**src/rtl/xgmii_probe_rx.sv**
```systemverilog
// xgmii_probe_rx: XGMII RX probe-frame checker publishing latency, per-second rate and last destination IP.
module xgmii_probe_rx #(
    parameter logic [39:0] MAGIC_CODE = 40'h50524f4245,
    parameter logic [15:0] UDP_PORT   = 16'h0d5e
) (
    input  logic        sys_clk,
    input  logic        sys_rst,
    input  logic        sec_oneshot,
    input  logic [31:0] global_counter,
    input  logic [63:0] xgmii_rxd,
    input  logic [7:0]  xgmii_rxc,
    output logic [31:0] rx_pps,
    output logic [31:0] rx_throughput,
    output logic [23:0] rx_latency,
    output logic [23:0] rx_latency_max,
    output logic [31:0] rx_ipv4_ip,
    output logic [31:0] rx_err_count
);
    localparam logic [1:0] IDLE = 2'd0, HDR = 2'd1, BODY = 2'd2, DROP = 2'd3;
    localparam logic [63:0] START_WORD = 64'hd5555555555555fb;
    localparam logic [63:0] IDLE_WORD  = 64'h0707070707070707;

    logic [1:0]  state_q, state_d;
    logic [15:0] w_q, w_d;
    logic        match_q, match_d;
    logic [31:0] ip_q, ip_d;
    logic [7:0]  ts_hi_q, ts_hi_d;
    logic [23:0] lat_q, lat_d;
    logic [31:0] pps_acc_q, byte_acc_q;
    logic [23:0] lat_max_acc_q;

    logic [7:0]  ln [8];
    logic        is_start, all_idle, term_ok, mis, err, good;
    logic [2:0]  term_k;
    logic [31:0] lat32, frame_bytes, pps_nx, byte_nx;
    logic [32:0] byte_sum;
    logic [23:0] lat_sat, max_nx;

    genvar g;
    for (g = 0; g < 8; g++) begin : g_lane
        assign ln[g] = xgmii_rxd[8*g +: 8];
    end

    assign is_start = xgmii_rxc == 8'h01 && xgmii_rxd == START_WORD;
    assign all_idle = xgmii_rxc == 8'hff && xgmii_rxd == IDLE_WORD;

    // Terminate lane is the lowest control lane; every lane from there up must be control.
    always_comb begin
        term_k = 3'd0;
        for (int k = 7; k >= 0; k--)
            if (xgmii_rxc[k]) term_k = 3'(k);
    end
    assign term_ok = xgmii_rxc != 8'h00 && ln[term_k] == 8'hfd &&
                     (xgmii_rxc >> term_k) == (8'hff >> term_k);

    assign mis = (w_q == 16'd2 && {ln[4], ln[5], ln[6]} != 24'h080045) ||
                 (w_q == 16'd3 && ln[7] != 8'h11) ||
                 (w_q == 16'd5 && {ln[4], ln[5]} != UDP_PORT) ||
                 (w_q == 16'd6 && {ln[2], ln[3], ln[4], ln[5], ln[6]} != MAGIC_CODE);

    assign lat32       = global_counter - {ts_hi_q, ln[0], ln[1], ln[2]};
    assign lat_sat     = (|lat32[31:24]) ? 24'hffffff : lat32[23:0];
    assign frame_bytes = {13'd0, w_q - 16'd1, term_k};

    always_comb begin
        state_d = state_q;
        w_d     = w_q;
        match_d = match_q;
        ip_d    = ip_q;
        ts_hi_d = ts_hi_q;
        lat_d   = lat_q;
        err     = 1'b0;
        good    = 1'b0;
        case (state_q)
            IDLE: if (is_start) begin
                state_d = HDR;
                w_d     = 16'd1;
                match_d = 1'b1;
            end
            DROP: if (all_idle) state_d = IDLE;
            default: if (is_start) begin
                err     = 1'b1;
                state_d = HDR;
                w_d     = 16'd1;
                match_d = 1'b1;
            end else if (xgmii_rxc != 8'h00) begin
                err     = !term_ok;
                good    = term_ok && w_q >= 16'd8 && match_q;
                state_d = term_ok ? IDLE : DROP;
            end else begin
                w_d = (w_q == 16'hffff) ? w_q : w_q + 16'd1;
                if (state_q == HDR) begin
                    match_d = match_q && !mis;
                    if (w_q == 16'd4) ip_d[31:16] = {ln[6], ln[7]};
                    if (w_q == 16'd5) ip_d[15:0] = {ln[0], ln[1]};
                    if (w_q == 16'd6) ts_hi_d = ln[7];
                    if (w_q == 16'd7) begin
                        lat_d   = lat_sat;
                        state_d = BODY;
                    end
                end
            end
        endcase
    end

    assign byte_sum = {1'b0, byte_acc_q} + {1'b0, frame_bytes};
    assign pps_nx   = (good && pps_acc_q != 32'hffffffff) ? pps_acc_q + 32'd1 : pps_acc_q;
    assign byte_nx  = !good ? byte_acc_q : byte_sum[32] ? 32'hffffffff : byte_sum[31:0];
    assign max_nx   = (good && lat_q > lat_max_acc_q) ? lat_q : lat_max_acc_q;

    always_ff @(posedge sys_clk or negedge sys_rst) begin
        if (!sys_rst) begin
            state_q        <= IDLE;
            w_q            <= 16'd0;
            match_q        <= 1'b0;
            ip_q           <= 32'd0;
            ts_hi_q        <= 8'd0;
            lat_q          <= 24'd0;
            pps_acc_q      <= 32'd0;
            byte_acc_q     <= 32'd0;
            lat_max_acc_q  <= 24'd0;
            rx_pps         <= 32'd0;
            rx_throughput  <= 32'd0;
            rx_latency     <= 24'd0;
            rx_latency_max <= 24'd0;
            rx_ipv4_ip     <= 32'd0;
            rx_err_count   <= 32'd0;
        end else begin
            state_q <= state_d;
            w_q     <= w_d;
            match_q <= match_d;
            ip_q    <= ip_d;
            ts_hi_q <= ts_hi_d;
            lat_q   <= lat_d;
            if (err && rx_err_count != 32'hffffffff) rx_err_count <= rx_err_count + 32'd1;
            if (good) begin
                rx_latency <= lat_q;
                rx_ipv4_ip <= ip_q;
            end
            // A frame finishing on the second boundary lands in the closing second.
            if (sec_oneshot) begin
                rx_pps         <= pps_nx;
                rx_throughput  <= byte_nx;
                rx_latency_max <= max_nx;
                pps_acc_q      <= 32'd0;
                byte_acc_q     <= 32'd0;
                lat_max_acc_q  <= 24'd0;
            end else begin
                pps_acc_q     <= pps_nx;
                byte_acc_q    <= byte_nx;
                lat_max_acc_q <= max_nx;
            end
        end
    end
endmodule

```
**config.mk**
```make
export PLATFORM = sky130hd
export DESIGN_NAME = xgmii_probe_rx
export DESIGN_NICKNAME = d
export VERILOG_FILES = /design/src/rtl/xgmii_probe_rx.sv
export SDC_FILE = /design/constraint.sdc
export NUM_CORES = 1
export LEC_CHECK = 0
export CORE_MARGIN = 3
export CORE_UTILIZATION = 59
export CTS_CLUSTER_SIZE = 8
export DETAILED_ROUTE_END_ITERATION = 6
export HOLD_SLACK_MARGIN = 0.03
export PLACE_DENSITY = 0.95
export SYNTH_ARGS = -nofsm -noshare
export SYNTH_HDL_FRONTEND = slang
export SYNTH_SLANG_ARGS = --single-unit
```
**constraint.sdc**
```tcl
create_clock -name sys_clk -period 7.33 [get_ports sys_clk]
set_input_delay 1.8325 -clock sys_clk [delete_from_list [all_inputs] [get_ports sys_clk]]
set_output_delay 1.8325 -clock sys_clk [all_outputs]
set_load 0.03 [all_outputs]
```
# Word level (Yosys, flattened, before mapping)
# Cells that the tools add are included.
# Widths: inputs -> output; s select.
dict set report word_totals {
  register_bits 347
  in_bits 107
  output_inout_bits 176
  elab_cells 133
}
dict set report classes {
  add_sub_neg 6
  n_lt_le_gt_ge 3
  eq_ne 25
  n_shift 2
  n_mux 43
  bitwise_logic 5
  n_reduce_logical 33
}
# operator count
set ops {}
lappend ops {{$mux 32} 5}
lappend ops {{$mux 24} 3}
lappend ops {{$add 32x1->32 const B} 2}
lappend ops {{$eq 16x3->1 const B} 4}
lappend ops {{$eq 64x59->1 const B} 1}
lappend ops {{$eq 64x64->1 const B} 1}
lappend ops {{$mux 16} 4}
lappend ops {{$ne 32x32->1 const B} 2}
lappend ops {{$ne 40x39->1 const B} 1}
lappend ops {{$add 32x19->33} 1}
lappend ops {{$eq 16x2->1 const B} 2}
lappend ops {{$pmux 16 s2} 1}
lappend ops {{$sub 32x32->32} 1}
lappend ops {{$bmux 8 s3} 1}
lappend ops {{$gt 24x24->1} 1}
lappend ops {{$mux 3} 8}
lappend ops {{$ne 24x20->1 const B} 1}
lappend ops {{$reduce_and 5->1} 4}
lappend ops {{$add 16x1->16 const B} 1}
lappend ops {{$eq 16x16->1 const B} 1}
lappend ops {{$eq 8x8->1 const B} 2}
lappend ops {{$ge 16x4->1 const B} 1}
lappend ops {{$mux 8} 2}
lappend ops {{$ne 16x12->1 const B} 1}
lappend ops {{other kinds (26)} 66}

# Logic depth before layout (Yosys ltp)
# Gate-level depths: netlist (run 1).
dict set report logic_depth {
  ltp_word 23
  mapped_depth 17
  ltp_nobuf 16
}

# Worst setup path after synthesis (run 1)
# No wires, ideal clock.
dict set report synth_timing {
  path_kind {input port to flip-flop}
  startpoint {input port xgmii_rxc[3]}
  endpoint {register rx_throughput[15]}
  setup_time_ns 0.135
  arrival_time_ns 4.892
  required_time_ns 7.195
  setup_slack_ns 2.303
  path_stages 16
  n_path_buf 2
  path_cell_list {clkbuf_1 o311ai_1 nand2_1 ha_1 inv_1 fa_1 nor2b_1 o31a_1 o21ai_0 o21a_1 o22ai_1 o211ai_1 nand3_1 clkbuf_1 o22ai_1 o21ai_0}
}
dict set report synth_via {
  elab_chain_len 17
  elab_cells_between_ends 25
  classes_between {1 x add/sub; 3 x eq/ne; 2 x shift; 12 x mux; 1 x bitwise; 6 x reduce/logical}
}
# element line
set synth_rtl {}
lappend synth_rtl {{from (decl)} 11} ;# input logic [7:0] xgmii_rxc,
lappend synth_rtl {{$mux 3 (4 in series)} 51} ;# if (xgmii_rxc[k]) term_k = 3'(k);
lappend synth_rtl {{$not 3->4 (not written as such)} 53} ;# assign term_ok = xgmii_rxc != 8'h00 && ln[term_k] == 8'hfd &&
lappend synth_rtl {{$bmux 8 s3} 53}
lappend synth_rtl {{$mux 8 (not written as such) (2 in series)} 53}
lappend synth_rtl {{$eq 8x8->1} 53}
lappend synth_rtl {{$logic_and 1x1->1 (2 in series)} 53}
lappend synth_rtl {{$logic_and 1x1->1 (2 in series)} 88} ;# good = term_ok && w_q >= 16'd8 && match_q;
lappend synth_rtl {{$mux 1} 86} ;# end else if (xgmii_rxc != 8'h00) begin
lappend synth_rtl {{$mux 1} 81} ;# default: if (is_start) begin
lappend synth_rtl {{$mux 1} 74} ;# case (state_q)
lappend synth_rtl {{$mux 32 (*)} 108} ;# assign byte_nx = !good ? byte_acc_q : byte_sum[32] ? 32'hffffffff : byte_sum[31:0];
lappend synth_rtl {{to (signal assigned)} 143} ;# rx_throughput <= byte_nx;
lappend synth_rtl {{to (decl)} 13} ;# output logic [31:0] rx_throughput,
# Mark *: on every way between the ends. The rest lies on a longest branch, timed or not. The select of a mux whose other input is x is not followed.
# A chain may end at the register's enable or synchronous reset.

# Worst setup path after layout (run 1)
dict set report layout_timing {
  startpoint {input port xgmii_rxc[7]}
  endpoint {register rx_throughput[6]}
}
dict set report layout_via {
  elab_chain_len 21
  elab_cells_between_ends 29
  classes_between {1 x add/sub; 3 x eq/ne; 2 x shift; 16 x mux; 1 x bitwise; 6 x reduce/logical}
}
# element line
set layout_rtl {}
lappend layout_rtl {{$mux 3 (8 in series)} 51}
lappend layout_rtl {{$not 3->4 (not written as such)} 53}
lappend layout_rtl {{$bmux 8 s3} 53}
lappend layout_rtl {{$mux 8 (not written as such) (2 in series)} 53}
lappend layout_rtl {{$eq 8x8->1} 53}
lappend layout_rtl {{$logic_and 1x1->1 (2 in series)} 53}
lappend layout_rtl {{$logic_and 1x1->1 (2 in series)} 88}
lappend layout_rtl {{$mux 1} 86}
lappend layout_rtl {{$mux 1} 81}
lappend layout_rtl {{$mux 1} 74}
lappend layout_rtl {{$mux 32 (*)} 108}
# Marked as above.

==> results of run 1 <==
[flip-flops by register name, indices dropped and copies added (netlist names)]
signal and count:
rx_latency_max 24, w_q 16, ts_hi_q 8, rx_latency 24, rx_err_count 32, byte_acc_q 32
rx_ipv4_ip 32, rx_pps 32, ip_q 32, match_q 1, state_q 2, pps_acc_q 32
lat_max_acc_q 24, lat_q 24, rx_throughput 32
[Yosys cell counts (4+ instances only)]
| master | count | area share [%] |
|---|---|---|
| a211oi_1 | 11 | 0.44 |
| nand4b_1 | 6 | 0.28 |
| a21o_1 | 14 | 0.57 |
| mux2_2 | 27 | 1.6 |
| or3_1 | 11 | 0.37 |
| nor3_1 | 56 | 1.5 |
| xor2_1 | 25 | 1.2 |
| o22ai_1 | 16 | 0.54 |
| o221ai_1 | 4 | 0.19 |
| o22a_1 | 24 | 1.1 |
| o21ai_0 | 96 | 2.6 |
| or4b_2 | 4 | 0.22 |
| nand2_1 | 295 | 6.0 |
| mux2i_1 | 28 | 1.5 |
| clkbuf_1 | 76 | 1.5 |
| and4_1 | 10 | 0.47 |
| a31oi_1 | 13 | 0.44 |
| nand2b_1 | 4 | 0.13 |
| nand3b_1 | 5 | 0.20 |
| ha_1 | 85 | 5.7 |
| and2_1 | 8 | 0.27 |
| nor2_1 | 237 | 4.8 |
| a21oi_1 | 116 | 3.1 |
| buf_1 | 4 | 0.081 |
| o31a_1 | 7 | 0.33 |
| dfrtp_1 | 347 | 47 |
| nand4_1 | 51 | 1.7 |
| nand3_1 | 63 | 1.7 |
| o21ai_1 | 10 | 0.27 |
| o31ai_1 | 13 | 0.53 |
| o211ai_1 | 12 | 0.48 |
| o21bai_1 | 10 | 0.40 |
| nor4_1 | 33 | 1.1 |
| o21a_1 | 16 | 0.65 |
| nor2b_1 | 13 | 0.44 |
| or4_1 | 5 | 0.20 |
| inv_1 | 90 | 1.8 |
| and3_1 | 32 | 1.1 |
| or2_2 | 4 | 0.13 |
| xnor2_1 | 97 | 4.6 |
[report_power, final]
part | total, W | switching (W) | internal [W]
clock | 0.00201 | 0.000830 | 0.00118
sequential | 0.00203 | 0.0000549 | 0.00197
combinational | 0.000889 | 0.000556 | 0.000333
[cell families (layout without fill, tap and decap cells)]
kind of cell,after synthesis,after routing,synth area share [%]
muxes,55,55,3.145
other,0,1,0
AOI/OAI and AO/OA,390,390,13.06
xor gates and xnor gates,122,122,5.750
DFF,347,347,46.73
buffers and inverters,178,440,3.784
and+or+nand+nor,857,857,21.59
adders and majority gates,87,87,5.939
[critical path: stages]
cell,delay [ps]
clkdlybuf4s50_1,530
nor2b_1,210
o311ai_1,520
nand2_1,200
ha_1,260
inv_1,80
fa_1,210
nor2b_1,80
o31a_1,280
o21ai_0,490
o21a_1,260
o22ai_1,160
o211ai_1,230
nand3_1,550
o22ai_1,400
o21ai_0,170
[metrics by stage]
stage	area [sq um]	util (%)	cells
after floorplan	18580	-	2036
after global placement	21670	70.30	2639
after detailed placement	21670	70.30	2639
after CTS	22970	74.50	2694
after global routing	22970	74.51	2695
final	22970	74.51	2695
[path summary, 6_finish.rpt]
kind | start | to | slack (ps)
max reg2reg | w_q[0]$_DFFE_PN0P_ | rx_throughput[6]$_DFFE_PN0P_ | 2640
min | rx_latency[23]$_DFFE_PN0N_ | rx_latency[23]$_DFFE_PN0N_ | 460
min reg2reg | rx_latency[23]$_DFFE_PN0N_ | rx_latency[23]$_DFFE_PN0N_ | 460
min in group asynchronous | sys_rst | rx_latency[15]$_DFFE_PN0N_ | 1310
max | xgmii_rxc[7] | rx_throughput[6]$_DFFE_PN0P_ | 1280
max in group asynchronous | sys_rst | pps_acc_q[4]$_DFF_PN0_ | 4550
[layout make-up]
type	instances	area (sq um)
diodes	1	2.502
clock buffers	51	1234
clock inverters	4	63.81
fillers	1994	7858
inverters	91	341.6
multi-input cells	1511	9220
flip-flops and latches	347	8683
well taps	396	495.5
repair buffers	294	2932
[per-layer routing]
layer / track usage (%) / up-vias
met5: 0 / -
met4: 16.03 / 0
met3: 6.806 / 236
met2: 56.75 / 994
met1: 43.26 / 8315
li1: - / 7621
==> flow_summary.toml, run 1 <==
[timing]
worst_pin_slew_ps = 1050
slew_violations = 0
setup_tns_ps = 0
slew_headroom_pct = 29.99
fmax_mhz = 165.2
rsz0062_at_grt = "false"
period_minus_slack_ps = 6053
hold_viol_final = 0
whs_ps = 463.5
finalClockSkew_ps = 32.63
fin_crit_sh_pct = 82.58
fin_ws_ps = 1277
final-setup-viol-count = 0

[synthesis]
ys_warn_count = 0
synthFlopType = "dfrtp_1"
synth-seq-cells = 347
synthArstFlopShare_pct = 100.0
synthesis.nets = 2230
synth_area_sq_um = 18580
syn_inst = 2036
ys_seq_area_share_pct = 46.73
syn_area_per_cell_sq_um = 9.127
synth_edf_count = 0
synth.distinct_cells = 74

[placement]
place_worst_setup_slack_ps = 853.6
port-buffer-count = 282
hpwl_microns = 40930
gp_congestion = 0.9758

[layout]
nets = 2488
area_growth_pct = 23.63
final_cell_mix = "dfrtp_1 (347), nand2_1 (294), clkdlybuf4s50_1 (280)"
final_common_cell = "dfrtp_1"
drive_gt1_share_pct = 5.004

[global_route]
grt_pass1_wl_microns = 92300
grt.overflow.total = 0
grt_start_max_net_pins = 179
grt_antenna_before_repair = 1
grt_pass1_vias = 17460
grt_usage_pct = 34.12

[floorplan]
core_area_sq_um = 30830
dieHeight_microns = 183.5
initial_utilization_pct = 60.27
fp.dieArea_sq_um = 33660
chipWidth_microns = 183.5
num_rows = 64
num_io_pins = 283

[drt]
routedWlPerCell_microns = 21.65
wl_microns = 58350
dr_wl_met2_microns = 27690
wl_met1_microns = 22350
drt_iter0_markers = 1885
via_per_inst = 6.370
ant_nets = 0
topRoutingLayerUsed = "met4"
met3RoutedLength_microns = 5200
drtPass1Iterations = 7
drc_errors = 0
dr_total_vias = 17170

[power]
power_density_nw_per_um2 = 214.5
peakVddDrop_mv = 0.2067
power_w = 0.004927
leakagePower_nw = 10.17

[setup_path]
critPathLaunchType = "input pin"
critPathRequiredTime_ps = 7720
arrival_ps = 6450
r2r_cells = 14
worstSetupPathType = "input pin to flop"
cp_max_fo = 15
cp-end-kind = "flop"

[clocking]
cts_hold_buf = 0
clkTransAtPathRegs_ps = 50
htree_levels = 2
clock_path_buffers = 3
ctsResizeCount = 0
cts_tree = "done"
cts_buffers = 49
cts_setup_buffers = 0
cts_root_buf = "clkbuf_16"
cts_sinks = 347
clkLatencyLatePin_ps = 570

[hold_path]
hold_path_depth = 2
hp-class = "flop to flop"

[run]
cap_violations = 0

[status]
status = "finished clean"
Note: power is estimated with default switching activity, not from simulation.
==> run 2: changes to the inputs <==
--- a/config.mk
+++ b/config.mk
@@ -6,11 +6,11 @@
 export NUM_CORES = 1
 export LEC_CHECK = 0
 export CORE_MARGIN = 3
-export CORE_UTILIZATION = 59
+export CORE_UTILIZATION = 55
 export CTS_CLUSTER_SIZE = 8
 export DETAILED_ROUTE_END_ITERATION = 6
 export HOLD_SLACK_MARGIN = 0.03
-export PLACE_DENSITY = 0.95
+export PLACE_DENSITY = 0.9
 export SYNTH_ARGS = -nofsm -noshare
 export SYNTH_HDL_FRONTEND = slang
 export SYNTH_SLANG_ARGS = --single-unit
==> constraint.sdc (replaced) <==
create_clock -name sys_clk -period 5.9 [get_ports sys_clk]
set_input_delay 1.475 -clock sys_clk [delete_from_list [all_inputs] [get_ports sys_clk]]
set_output_delay 1.475 -clock sys_clk [all_outputs]
set_load 0.03 [all_outputs]
==> run 2 against run 1 <==
Compared with the run above:
- the run now ends with DRC left
- routed wire length shrank 2.3%
- core utilization shrank 4.4 points
- sequential cell count is the same
- critical path depth is the same
- via count shrank 2.3%
- power grew 23%
- cell count grew 2.1%
- worst setup slack lost 510 ps
- die area grew 7.0%
- worst hold slack lost 3.5 ps
==> flow_summary.toml, run 2 (synthesized netlist as in run 1, its figures left out) <==
[status]
status = "finished with violations"
violations = "DRC"

[clocking]
cts_root_buf = "clkbuf_16"
cts_tree = "done"
cts_buffers = 49
cts_setup_buffers = 0
cts_hold_buf = 0
clock_path_buffers = 3
ctsResizeCount = 0
clkTransAtPathRegs_ps = 50
htree_levels = 2
cts_sinks = 347
clkLatencyLatePin_ps = 560

[timing]
fmax_mhz = 194.7
hold_viol_final = 0
worst_pin_slew_ps = 1020
period_minus_slack_ps = 5136
fin_crit_sh_pct = 87.06
setup_tns_ps = 0
slew_violations = 0
final-setup-viol-count = 0
slew_headroom_pct = 31.97
rsz0062_at_grt = "false"
finalClockSkew_ps = 20.75
fin_ws_ps = 763.7

[setup_path]
worstSetupPathType = "input pin to flop"
endpoint = "rx_throughput[21]$_DFFE_PN0P_"
reg2reg_from = "w_q[3]$_DFFE_PN0P_"
reg2reg_slack_ps = 1510
r2r_end = "rx_throughput[31]$_DFFE_PN0P_"
critPathLaunchType = "input pin"
arrival_ps = 5590
critPathRequiredTime_ps = 6360
r2r_cells = 14
startpoint = "xgmii_rxc[3]"
cp-end-kind = "flop"
cp_max_fo = 12

[global_route]
grt_usage_pct = 31.09
grt_pass1_vias = 16680
grt.overflow.total = 0
grt_start_max_net_pins = 143
grt_antenna_before_repair = 9
grt_pass1_wl_microns = 89730

[power]
internal-power_w = 0.004342
power_density_nw_per_um2 = 262.6
switching_share_pct = 28.42
p_sw_w = 0.001724
combPwrFrac_pct = 18.2
leakagePower_nw = 10.20
clock_power_share_pct = 40.4
power_w = 0.006066
p_seq_share_pct = 41.4
peakVddDrop_mv = 0.2197

[drt]
drt_iter0_markers = 1565
routedWlPerCell_microns = 20.72
drtPass1Iterations = 7
via_per_inst = 6.096
wl_microns = 57010
ant_nets = 0
drc_errors = 1
dr_total_vias = 16780

[layout]
drive_gt1_share_pct = 5.336
final_common_cell = "dfrtp_1"
multi_input_area_sq_um = 9220
final_cell_area_sq_um = 23100
regArea_sq_um = 8683
post-route-util_pct = 70.11
nets = 2496
fillers = 2390
area_growth_pct = 24.33
final_cell_mix = "dfrtp_1 (347), nand2_1 (294), clkdlybuf4s50_1 (280)"

[floorplan]
core_area_sq_um = 32950
chipWidth_microns = 189.8
num_rows = 66
initial_utilization_pct = 56.39
dieHeight_microns = 189.8
num_io_pins = 283
fp.dieArea_sq_um = 36030

[placement]
dpl-instance-area_sq_um = 21810
port-buffer-count = 282
hpwl_microns = 40970
place_worst_setup_slack_ps = 346.5
gp_congestion = 1.015

[hold_path]
hp-class = "flop to flop"

[run]
cap_violations = 0
-- run 2: cell types whose count changed in the layout (fill, tap and decap cells not counted), moves of 2 or more --
cell,before,now
clkbuf_8,0,2
diode_2,1,5
buf_12,1,3
buf_4,11,17
-- run 2: critical path: stages --
cell and delay [ps]:
clkdlybuf4s50_1 730, nand2b_1 220, o311ai_1 140, nand2_1 160, ha_1 210, inv_1 60, fa_1 390, nor2b_1 180
o31a_1 210, o21ai_0 160, o21a_1 260, o22ai_1 280, o21ai_1 250, nor2_1 340, nand2_1 250, a31oi_1 280
-- run 2: how the worst min path moves through the flow --
| stage | from | end | slack [ps] | depth (start not counted) |
|---|---|---|---|---|
| global route | rx_ipv4_ip[12]$_DFFE_PN0N_ | rx_ipv4_ip[12]$_DFFE_PN0N_ | 490 | 2 |
| finish | rx_ipv4_ip[28]$_DFFE_PN0N_ | rx_ipv4_ip[28]$_DFFE_PN0N_ | 460 | 2 |
| global placement | rx_ipv4_ip[15]$_DFFE_PN0N_ | rx_ipv4_ip[15]$_DFFE_PN0N_ | 450 | 2 |
| detailed placement | rx_ipv4_ip[28]$_DFFE_PN0N_ | rx_ipv4_ip[28]$_DFFE_PN0N_ | 450 | 2 |
| CTS | rx_ipv4_ip[28]$_DFFE_PN0N_ | rx_ipv4_ip[28]$_DFFE_PN0N_ | 470 | 2 |
| floorplan | ip_q[16]$_DFFE_PN0P_ | rx_ipv4_ip[16]$_DFFE_PN0N_ | 440 | 2 |
-- run 2: final cells by class --
cell class                 count  area share [%]
clock inverter                 2         0.07582
sequential                   347           37.59
timing repair buffer         302           13.06
tap                          442           2.394
antenna                        5         0.05416
clock buffer                  52           5.443
multi-input combinational   1511           39.91
inverter                      91           1.479
-- run 2: power by group through the flow --
stage               Sequential [W]  Combinational, W  Clock, W
floorplan                  0.00264          0.000550         0
global placement           0.00255           0.00106         0
detailed placement         0.00255           0.00108         0
CTS                        0.00251           0.00109   0.00248
global route               0.00252           0.00119   0.00258
finish                     0.00251           0.00110   0.00245
-- run 2: metal layers --
| metal | global-route usage [%] | wire length, microns |
|---|---|---|
| met4 | 14.25 | 2956 |
| met2 | 50.22 | 26830 |
| met5 | 0 | 74 |
| met3 | 5.749 | 4148 |
| met1 | 41.03 | 23000 |
-- run 2: metrics by stage --
stage / hold WS [ps] / cells
5_1_grt: 488.7 / 2749
2_1_floorplan: 442.4 / 2036
6_report: 460.0 / 2752
4_1_cts: 465.4 / 2747
3_5_place_dp: 455.0 / 2693
3_3_place_gp: 448.7 / 2693
